**config.mk**
```make
export PLATFORM = sky130hd
export DESIGN_NAME = interrupt_ctrl
export DESIGN_NICKNAME = d
export VERILOG_FILES = /design/src/rtl/interrupt_ctrl.sv
export SDC_FILE = /design/constraint.sdc
export NUM_CORES = 1
export LEC_CHECK = 0
export CAP_MARGIN = 20
export CELL_PAD_IN_SITES_DETAIL_PLACEMENT = 1
export CELL_PAD_IN_SITES_GLOBAL_PLACEMENT = 1
export CORE_ASPECT_RATIO = 0.5
export CORE_UTILIZATION = 31
export DETAILED_ROUTE_END_ITERATION = 7
export PLACE_DENSITY = 0.78
export SLEW_MARGIN = 40
export SYNTH_ARGS = -nofsm -noshare
export SYNTH_HDL_FRONTEND = slang
export SYNTH_SLANG_ARGS = --single-unit
```
**constraint.sdc**
```tcl
create_clock -name clock -period 2.63 [get_ports clock]
set_input_delay 0.6575 -clock clock [delete_from_list [all_inputs] [get_ports clock]]
set_output_delay 0.6575 -clock clock [all_outputs]
set_load 0.1 [all_outputs]
```
**src/rtl/interrupt_ctrl.sv**
```systemverilog
// Interrupt controller: IF/IE registers on the MMU bus, rising-edge source capture,
// fixed-priority selection and a four-phase request/acknowledge handshake to the CPU.
module interrupt_ctrl (
    input  logic        clock,
    input  logic        reset,
    input  logic [15:0] A_mmu,
    input  logic [7:0]  Di_mmu,
    output logic [7:0]  Do_mmu,
    input  logic        wr_mmu,
    input  logic        rd_mmu,
    input  logic        cs_mmu,
    input  logic [4:0]  irq_src,
    output logic        int_req,
    input  logic        int_ack,
    output logic [7:0]  int_vector
);

    localparam logic [15:0] AddrIf = 16'hFF0F;
    localparam logic [15:0] AddrIe = 16'hFFFF;

    typedef enum logic {StIdle, StAcked} state_e;

    state_e      state_q, state_d;
    logic [4:0]  if_q, if_d;
    logic [7:0]  ie_q, ie_d;
    logic [4:0]  irq_src_q;
    logic [7:0]  vector_q, vector_d;

    logic [4:0]  rise;
    logic [4:0]  pend;
    logic [2:0]  sel;
    logic [4:0]  ack_clear;
    logic        ack_fire;
    logic        if_wr;
    logic        ie_wr;

    assign rise     = irq_src & ~irq_src_q;
    // IE[7:5] is storage only
    assign pend     = if_q & ie_q[4:0];
    assign int_req  = (state_q == StIdle) && (pend != 5'd0);
    assign ack_fire = int_req && int_ack;
    assign if_wr    = cs_mmu && wr_mmu && (A_mmu == AddrIf);
    assign ie_wr    = cs_mmu && wr_mmu && (A_mmu == AddrIe);
    assign int_vector = vector_q;

    // Lowest set bit wins; scanning down leaves the lowest index last.
    always_comb begin
        sel = 3'd0;
        for (int i = 4; i >= 0; i--) begin
            if (pend[i]) begin
                sel = 3'(i);
            end
        end
    end

    assign ack_clear = ack_fire ? (5'd1 << sel) : 5'd0;

    always_comb begin
        if_d     = ((if_wr ? Di_mmu[4:0] : if_q) & ~ack_clear) | rise;
        ie_d     = ie_wr ? Di_mmu : ie_q;
        vector_d = ack_fire ? (8'h40 + {2'b00, sel, 3'b000}) : vector_q;
        state_d  = state_q;
        unique case (state_q)
            StIdle:  if (ack_fire) state_d = StAcked;
            StAcked: if (!int_ack) state_d = StIdle;
            default: state_d = StIdle;
        endcase
    end

    always_comb begin
        Do_mmu = 8'h00;
        if (cs_mmu && rd_mmu) begin
            if (A_mmu == AddrIf) begin
                Do_mmu = {3'b111, if_q};
            end else if (A_mmu == AddrIe) begin
                Do_mmu = ie_q;
            end
        end
    end

    always_ff @(posedge clock or posedge reset) begin
        if (reset) begin
            state_q   <= StIdle;
            if_q      <= 5'd0;
            ie_q      <= 8'd0;
            irq_src_q <= 5'd0;
            vector_q  <= 8'h00;
        end else begin
            state_q   <= state_d;
            if_q      <= if_d;
            ie_q      <= ie_d;
            irq_src_q <= irq_src;
            vector_q  <= vector_d;
        end
    end

endmodule

```
==> run summary, run 1 <==
The peak fanout along the critical path came out at 4. The total power of the final layout was 0.695 mW. The commonest non-fill, non-tap cell in the layout was dfrtp_1.

In this run the critical register-to-register path is launched from if_q[1]$_DFF_PP0_. Clock latency on the worst-skew pair, taken at its later pin, is 0.27 ns. The CTS H-tree depth is 1, and the number of filler cells placed in the layout is 386. The nature of the critical path endpoint is an output pin. Before CTS, the worst setup slack after placement is -0.470 ns. After global routing the overflow that remains totals 0.

Once detailed placement completed, the half-perimeter wirelength came to 3.03 mm. On the worst path, the slowest cell contributes a delay of 0.54 ns. The tools report the smallest setup slack after layout as -0.0990 ns. Summed over all failing endpoints, the final setup total negative slack is -0.556 ns. The initial antenna violation count was 0.

Across every metal layer, demand over resource in global routing totals 20.0%. The time the worst path needs with I/O delays and setup is 2.73 ns. Terminus of the critical flop-to-flop path: int_vector[3]$_DFFE_PP0P_.

The path category of the worst min-delay check is reg2reg. Mean instance size in the synthesized netlist: 10.8 sq um. Entering global routing, the biggest net connects 24 pins.

The tools report the final hold slack as 0.456 ns. The area share of the leading cell type in the synthesized netlist works out to 47.3%. The share of the cycle needed by the critical path after routing came out at 104%. The finished cells cover 2060 sq um. The congestion estimate from routability-driven global placement came to 0.804. Buffers inserted during clock tree synthesis total 3. Most used flip-flop cell after synthesis: dfrtp_1. The post-route clock skew came out at 0.00520 ns. Of the cells placed in the final design, the portion with a size suffix greater than 1 is 40.4%. The floorplan step defined a core boundary enclosing 3580 sq um. Number of design rule violations left after detail routing: 0.

TritonCTS built the clock tree. The detail-routed via count per cell is 4.97, and the top-level port count is 52. Clock sink count: 23. The logs give 2 for the largest buffer count on any clock path and 1980 sq um for the instance area after placement. The most critical setup path has its startpoint at A_mmu[7]. The run gives 0 as the count of hold-fix buffers inserted at cts. For the via count of the first global-routing pass, the log shows 1255. The library cells used most frequently in the layout, excluding fill and tap cells, are 23 x dfrtp_1, 19 x buf_4, 18 x clkdlybuf4s50_1, 12 x dlygate4sd2_1, 10 x nand2_1. The async set-or-reset flop fraction in the synthesized netlist works out to 100%. Setup violations remaining at the end of the flow were counted as 8.

The flow ran to the end, but the final reports show violations. Synthesis produced a netlist whose cell count is 113. In the final layout, flip-flops and latches occupy 576 sq um. Setup repair after global routing could not meet its margin everywhere.

The tools report the final hold violation count as 0. The worst setup path is of the in2out kind. Summing over every cut layer, the via total after detailed routing is 1139.

The floorplan has 15 rows. Traced cell by cell, the critical path runs through buf_6 -> or4_4 -> nor4_4 -> buf_4 -> a22oi_2 -> nor2_4 -> buf_12. The worst-case reg-to-reg path depth was 5.

The final reports fail on setup timing. The netlist area before placement was 1220 sq um. After the first detailed-routing iteration, the DRC count stood at 30. The root buffer cell chosen for the clock tree is clkbuf_8. The number of synthesized register bits was 23; the area of the multi-input gates was 701 sq um. The worst setup path is launched from an input port. Summed over all instances, the cell type with the most area after synthesis is dfrtp_1. The vertical die dimension is 46.3 um, and the number of enable-type register cells in the synthesized netlist is 0. The total power divided by cell area came out at 337 nW/um^2. The routed design has 3.77 mm of wire. Setup slack on the worst reg-to-reg path comes out at 0.83 ns. Synthesis instantiated 33 different standard cells from the library. In this run the tool buffered the top-level ports with 47 buffer cells. After detailed routing, the average wire length per cell comes to 16.4 um. The total leakage power is 0.892 nW, and the post-synthesis to final-layout area growth is 69.4%.

The tools report the count of pins over their slew limit as 0. The data arrival time of the critical path was 2.07 ns. By area the synthesized netlist is led by dfrtp_1 47%, mux2_2 5.5%, a22oi_1 4.9%. Static timing analysis puts the maximum clock frequency at 0.366 GHz.

The die extent in x is 90.6 um. The number of optimization iterations in the first detailed-route pass came out at 4. The share of synthesized area occupied by flip-flops and latches is 47.3%. The tool flagged a number of max-cap violations equal to 0. For the first-pass GRT wire length, the log shows 6.22 mm. The highest-delay cell along the critical path was or4_4. After clock tree synthesis, the clock-pin slew on the worst setup and hold paths is 0.08 ns. Once detail routing completed, the nets flagged for antenna violations numbered 0. The floorplan step defined a die boundary enclosing 4200 sq um.

Once the floorplan was initialized, standard cells occupied 34.0% of the core. Number of diodes: 0. For this run, the post-layout net count is 214. Maximum VDD drop: 0.208 mV. The critical path ends at Do_mmu[2].

The required arrival time at the worst endpoint is 1.97 ns, and the Yosys warning count is 0.
## metal layers
metal / share of wire (%) / track usage [%] / wire [um]
met2: 54 / 40.0 / 2050
met5: 0 / 0 / 0
met4: 0.42 / 3.55 / 16
met1: 43 / 23.4 / 1610
met3: 2.5 / 3.96 / 94
## through the flow
step / cells / utilization, %
after floorplan: 116 / -
after global placement: 224 / 55.4
after detailed placement: 224 / 55.4
after CTS: 229 / 57.3
after global routing: 229 / 57.5
final: 229 / 57.5
## critical path, delay by kind of cell
family,cells,cell delay (ns)
buf+inv,3,0.47
compound gates,1,0.10
simple gates,3,0.84
## synth_stat cells (2+ instances only)
| cell type | count |
|---|---|
| a21oi_1 | 4 |
| a22oi_1 | 8 |
| and2_1 | 2 |
| buf_4 | 4 |
| dfrtp_1 | 23 |
| inv_1 | 8 |
| mux2_1 | 3 |
| mux2_2 | 6 |
| nand2_1 | 10 |
| nand3_1 | 2 |
| nand4_1 | 9 |
| nor2_1 | 9 |
| o21ai_0 | 2 |
| o221ai_2 | 4 |
## cell type report
class | instances | area share [%]
Tap cell | 51 | 3.09
Inverter | 8 | 1.46
Timing Repair Buffer | 62 | 31.3
Sequential cell | 23 | 27.9
Clock inverter | 1 | 0.243
Multi-Input combinational cell | 81 | 34.0
Clock buffer | 3 | 2.00
## sequential cells by signal, summed over array words and instances, names as in the netlist
| name | flops |
|---|---|
| ie_q | 8 |
| if_q | 5 |
| irq_src_q | 5 |
| int_vector | 4 |
| state_q | 1 |
## worst min path at each step
stage          slack [ns]                   start  depth (start not counted)                end
2_1_floorplan        0.43  irq_src_q[2]$_DFF_PP0_                          1  if_q[2]$_DFF_PP0_
3_3_place_gp         0.43  irq_src_q[2]$_DFF_PP0_                          1  if_q[2]$_DFF_PP0_
3_5_place_dp         0.45  irq_src_q[2]$_DFF_PP0_                          1  if_q[2]$_DFF_PP0_
4_1_cts              0.46  irq_src_q[2]$_DFF_PP0_                          1  if_q[2]$_DFF_PP0_
5_1_grt              0.49  irq_src_q[2]$_DFF_PP0_                          1  if_q[2]$_DFF_PP0_
6_report             0.46  irq_src_q[2]$_DFF_PP0_                          1  if_q[2]$_DFF_PP0_
## power breakdown
part           total, mW  switching [mW]  internal [mW]  leakage [nW]
clock              0.224           0.118          0.106        0.0255
combinational      0.112          0.0638         0.0480         0.594
sequential         0.360         0.00226          0.358         0.273
## kinds of logic after synthesis
group,after synthesis,synth area share (%)
compound gates,22,15.5
buf+inv,12,4.93
flops,23,47.3
mux,9,8.32
other cells,1,0.308
simple gates,46,23.6
## timing repair
item / CTS / global route
setup buffers: 1 / 0
pin swaps: 16 / 9
hold endpoints to repair: 0 / 0
resized for setup: 35 / 1
endpoints found under the setup margin: 8 / 8
Power figures use the tool's default switching activity.
==> inputs of run 2 (changes only) <==
Settings changed: CORE_UTILIZATION 31 to 45, DONT_BUFFER_PORTS set to 1, PLACE_DENSITY 0.78 to 0.75, SKIP_LAST_GASP set to 1.
==> run 2 against run 1 <==
  * Total power shrank 8.4%
  * Final cell count shrank 27%
  * Highest routed layer unchanged
  * Sequential cell count is the same
  * Register-to-register slack gained 0.12 ns
  * The run still ends with setup timing left
  * Sequential power is essentially flat
  * Wire length shrank 1.1%
==> run summary, run 2 (synthesized netlist as in run 1, its figures left out) <==
The run finished, with violations left. The routed wire length on met2 was 1.94 mm (-5.2%). DRC marker count from the first detailed-route iteration: 69 (+130%).

For this design, the slowest cell found on the critical path is or4_4. The tools report the detailed placement HPWL as 2.82 mm (-6.9%). The total leakage power was 0.674 nW (-25%); the worst-margin pin slew was 0.580 ns.

The net count reported at finish is 169 (-21%), and the number of design rule violations left after detail routing is 0 (unchanged). The flip-flop count of the largest register after layout is 8 (unchanged). The time the worst path needs with I/O delays and setup is 2.64 ns (-0.0889 ns). The detail-routed net length per standard cell works out to 22.2 um (+35%). Signal routing reaches up to met4.

Setup repair after global routing could not meet its margin everywhere. Final hold violation count: 0 (unchanged). The number of failing setup endpoints in the final timing report was 3 (-5); the initial antenna violation count was 0 (unchanged).

The maximum cell stage delay along the critical path was 0.54 ns (about the same). Traced cell by cell, the critical path runs through or4_4 -> nor4_4 -> buf_6 -> a22oi_2 -> nor2_4 -> buf_12. The first-pass GRT wire length is 5.69 mm (-8.6%), and the max-slew headroom at the worst pin is 61.2%. In the final layout, the registers with the most flip-flops are ie_q: 8 flops, if_q: 5 flops, irq_src_q: 5 flops. The smallest setup slack after layout is -0.0102 ns (+0.0889 ns), and the total CTS buffers is 3 (unchanged). Total power divided by cell area: 397 nW/um^2 (+18%).

The tools report the total vias in the final route as 1033 (-9.3%). The tools report the placeable core region as 2390 sq um (-33%). The clock transition time at the flip-flop clock pins of the worst setup and hold paths is 0.08 ns (about the same), and the CTS H-tree depth is 1 (unchanged). The buffer and inverter count on the worst path came out at 2 (-1). The data arrival time of the critical path is 1.98 ns (-0.09 ns).

The top-level port count is 52 (unchanged). The tools report the detailed route wirelength on metal3 as 250 um (+170%). The total placed cells including tap cells is 164 (-27%).

The highest attainable clock frequency came out at 0.379 GHz (+3.4%). Grouping stages by cell kind, the critical path spends the most delay in simple AND/OR/NAND/NOR gates. The largest buffer count on any clock path came out at 2 (unchanged).

The checks that failed: setup timing. The count of pins over their slew limit was 0 (unchanged); the pin count of the biggest net entering global routing was 24 (unchanged). The peak fanout along the critical path is 8 (+4). The post-synthesis to final-layout area growth works out to 31.8%. TritonCTS built the clock tree. The number of diodes was 0 (unchanged). The register ranked first by flip-flop count was ie_q. The library cell used most frequently in the layout, excluding fill and tap cells, is dfrtp_1. The clock sink count was 23 (unchanged); the via count of the first global-routing pass was 1078 (-14%). The number of cells in the finished layout apart from fillers is 168 (-27%).

The number of optimization iterations in the first detailed-route pass was 4 (unchanged); the total of max-cap violations was 0 (unchanged). CTS placed an instance of clkbuf_8 at the clock tree root. The logs give 12 (-3) for the count of standard-cell rows and 67.2% (+9.7 points) for the final core area utilization. For the number of buffers added for setup after CTS, the log shows 0 (-1). The share of the cycle needed by the critical path after routing works out to 100% (-3.4 points). The routed length on met1 is 1.48 mm (-8.3%), and the global placer's final weighted congestion is 0.829 (+3.1%).

For the die footprint, the log shows 2930 sq um (-30%). Nature of the critical path endpoint: an output pin. The number of port buffers came out at 0 (-100%). The detail-routed via count per cell is 6.15 (+24%). Sort of element at the start of the critical path: an input port.

The initial cell density of the core was 51.0% (+17 points); the detailed-route wire length was 3.72 mm (-1.1%). The global-route usage over all layers was 28.9% (+8.9 points). The run gives 0 (unchanged) as the post-route antenna net violation count.

The run gives 1.97 ns (about the same) as the required arrival time at the worst endpoint. The maximum VDD drop was 0.213 mV (+2.5%); the clock latency reported for the late side of the worst-skew pair was 0.26 ns (about the same). The remaining global-route overflow was 0 (unchanged).

In the layout the commonest cells are 20 x dfrtp_1, 10 x nand2_1, 9 x nand4_1. The category of the critical setup timing path is in2out. The path category of the worst min-delay check is in2async.

The post-route clock skew is 0.000834 ns (-0.00437 ns), and the die extent in x is 75.6 um (-17%). The vertical die dimension is 38.8 um (-16%), and the fraction of final layout cells sized beyond drive strength 1 is 42.9% (+2.4 points). The number of filler cells placed in the layout came out at 245 (-37%).
-- run 2: layout make-up --
| class | count | area [sq um] | area share (%) |
|---|---|---|---|
| repair buffers | 17 | 231 | 14.4 |
| inverters | 8 | 30.0 | 1.87 |
| flip-flops and latches | 23 | 579 | 36.1 |
| clock buffers | 4 | 45.0 | 2.81 |
| well taps | 35 | 43.8 | 2.73 |
| multi-input cells | 81 | 674 | 42.0 |
-- run 2: worst paths after layout --
path / startpoint / endpoint / slack, ns / cells past startpoint
max in group asynchronous: reset / int_vector[4]$_DFFE_PP0P_ / 1.99 / 1
min in group clock: irq_src[2] / irq_src_q[2]$_DFF_PP0_ / 0.42 / 0
setup / recovery: A_mmu[4] / Do_mmu[0] / -0.01 / 6
setup reg to reg: if_q[3]$_DFF_PP0_ / int_vector[3]$_DFFE_PP0P_ / 0.95 / 4
hold / removal: reset / int_vector[5]$_DFFE_PP0P_ / 0.29 / 1
hold reg to reg: irq_src_q[4]$_DFF_PP0_ / if_q[4]$_DFF_PP0_ / 0.49 / 1
-- run 2: metal layers --
layer	vias to the layer above	global-route usage, %
met5	-	0
li1	451	-
met4	0	7.87
met1	521	31.2
met3	10	8.59
met2	51	56.3
-- run 2: timing repair --
action                                 in CTS  in global routing
gates resized for setup                     3                  1
pin swaps                                   2                  3
setup endpoints to repair                   3                  5
endpoints found under the hold margin       0                  0
hold buffers                                0                  0
-- run 2: metrics by stage --
stage	hold slack [ns]	instance area, sq um	setup slack (ns)	setup TNS [ns]	total power, mW
2_1_floorplan	0.429	1290	-0.235	-1.63	0.421
3_3_place_gp	0.439	1540	0.0342	0	0.423
3_5_place_dp	0.475	1540	-0.0220	-0.0220	0.425
4_1_cts	0.412	1600	0.00304	0	0.637
5_1_grt	0.314	1600	-0.0351	-0.118	0.657
6_report	0.287	1600	-0.0102	-0.0257	0.637
-- run 2: power breakdown --
group / total (mW) / internal, mW / switching (mW)
sequential: 0.363 / 0.358 / 0.00568
combinational: 0.0554 / 0.00715 / 0.0483
clock: 0.218 / 0.108 / 0.110
total: 0.637 / 0.473 / 0.164
==> inputs of run 3 (changes only) <==
Settings changed: CTS_CLUSTER_SIZE set to 12.
==> results of run 3 <==
Final layout, timing and power as in run 2 (identical DEF).
==> variant: new RTL, config.mk and constraints of run 1 <==
Make the reset (`reset`) synchronous in one clocked block.
--- a/src/rtl/interrupt_ctrl.sv
+++ b/src/rtl/interrupt_ctrl.sv
@@ -80,3 +80,3 @@
 
-    always_ff @(posedge clock or posedge reset) begin
+    always_ff @(posedge clock) begin
         if (reset) begin
Check against the original RTL: differs if reset is asserted again (counterexample within 4 cycles, from zero or initial values and one cycle with reset high); with reset held inactive, the same outputs for 10 cycles.
==> variant against run 1 <==
Area after synthesis decreased by 1.0%; total power up 3.5%; non-clock buffer count up 1; sequential cell count did not move; cell area shrank 1.0%; worst setup slack better by 0.025 ns; combinational power rose by 11%; the flow still finishes with violations (negative setup slack); wire length is 4.4% higher.
==> variant: results (changes against run 1) <==
Min path
  • Worst hold path depth: 2 (+1)
  • Worst hold path startpoint: int_vector[6]
  • Hold Path End: int_vector[6]

Finish
  • Finished Layout Cells: 259 (+13%)
  • Seq cells: 23 (unchanged)
  • Sequential share of cell area: 22.6% (-5.3 points)
  • Filler instances: 416 (+7.8%)
  • Number of non-clock inverters in the layout: 7 (-1)
  • Register area: 460 um^2 (-20%)
  • Multi-In Gates: 111 (+37%)
  • Fraction of area in non-clock buffers: 32.5% (+1.2 points)
  • Bufs w/o clock: 63 (+1.6%)
  • Layout cells sized above 1: 28.8% (-12 points)
  • Clock Network Area Fraction: 2.27% (+0.023 points)
  • Multi-input combinational area share: 38.3% (+4.3 points)

Placed design
  • Inst Count DP: 253 (+13%)
  • Port bufs: 47 (unchanged)
  • Placed cell area: 1940 um^2 (-2.1%)
  • DP Wirelength: 3040 um (+0.53%)
  • GP Congestion: 0.831 (+3.4%)

STA
  • Worst Skew: 0.00139 ns (-0.00381 ns)
  • Hold Worst Slack: 0.454 ns (-0.00176 ns)
  • # setup viols final: 8 (unchanged)
  • Worst Slack Setup Final: -0.0741 ns (+0.0249 ns)

Pwr
  • Maximum vdd ir drop: 0.000167 V (-20%)
  • Sw Ratio: 27.2% (+0.82 points)
  • Leakage: 0.750 nW (-16%)

Synth
  • Main area contributors after synthesis: dfxtp_1 38%, a21oi_1 6.6%, nand3_1 4.6%
  • Sequential share of the synthesized area: 38.2% (-9.1 points)
  • Distinct cells, synth: 34 (+3.0%)
  • Synth Instances: 148 (+31%)

Outcome
  • Violated checks: negative setup slack
  • Status: finished with violations

Drt
  • Via count: 1367 (+20%)
  • Routed WL: 3930 um (+4.4%)
  • Initial drt markers: 40 (+33%)
  • Met2 routed WL: 1860 um (-8.9%)

Setup path
  • Reg2reg start: ie_q[1]
  • Reg2Reg Setup Slack: 1.22 ns (+0.39 ns)
  • Reg-to-reg endpoint: int_vector[3]
  • WP data arrival: 2.05 ns (-0.02 ns)
  • Worst r2r path cells: 4 (-1)
  • Max Fanout on Critical Path: 8 (+4)
  • CP endpoint: Do_mmu[1]

Global route
  • Initial antenna violation count: 0 (unchanged)
  • First-pass GRT wire length: 6480 um (+4.1%)
  • GRT Util Overall: 20.2% (+0.19 points)

CTS
  • Cts repair resizes: 39 (+11%)
  • Total CTS buffers: 3 (unchanged)
==> variant: changes by cell type in the layout (fill, tap and decap cells not counted), moves of 4 or more <==
cell	delta
a21oi_1	+11
nand2b_1	+7
buf_6	+4
mux2_2	-6
nand3_1	+9
o21ai_1	+8
o221ai_1	+5
nor2b_1	+4
o221ai_2	-4
dfrtp_1	-23
dfxtp_1	+23
==> variant: per-layer routing <==
metal	vias up	GRT usage [%]
li1	667	-
met1	646	25.1
met2	46	35.6
met3	8	4.79
met4	0	7.42
met5	-	0
==> variant: cell families (layout without fill, tap and decap cells) <==
family	Yosys count	count (layout)	share of synthesized area, %
AOI/OAI and AO/OA	46	46	24.4
other	1	4	0.311
buffers and inverters	17	74	6.65
DFF	23	23	38.2
and+or+nand+nor	61	61	30.4
==> variant: per-stage QoR <==
step	total power [mW]	setup WS [ns]
2_1_floorplan	0.437	-0.206
3_3_place_gp	0.502	-0.408
3_5_place_dp	0.505	-0.442
4_1_cts	0.723	-0.158
5_1_grt	0.748	-0.124
6_report	0.719	-0.0741
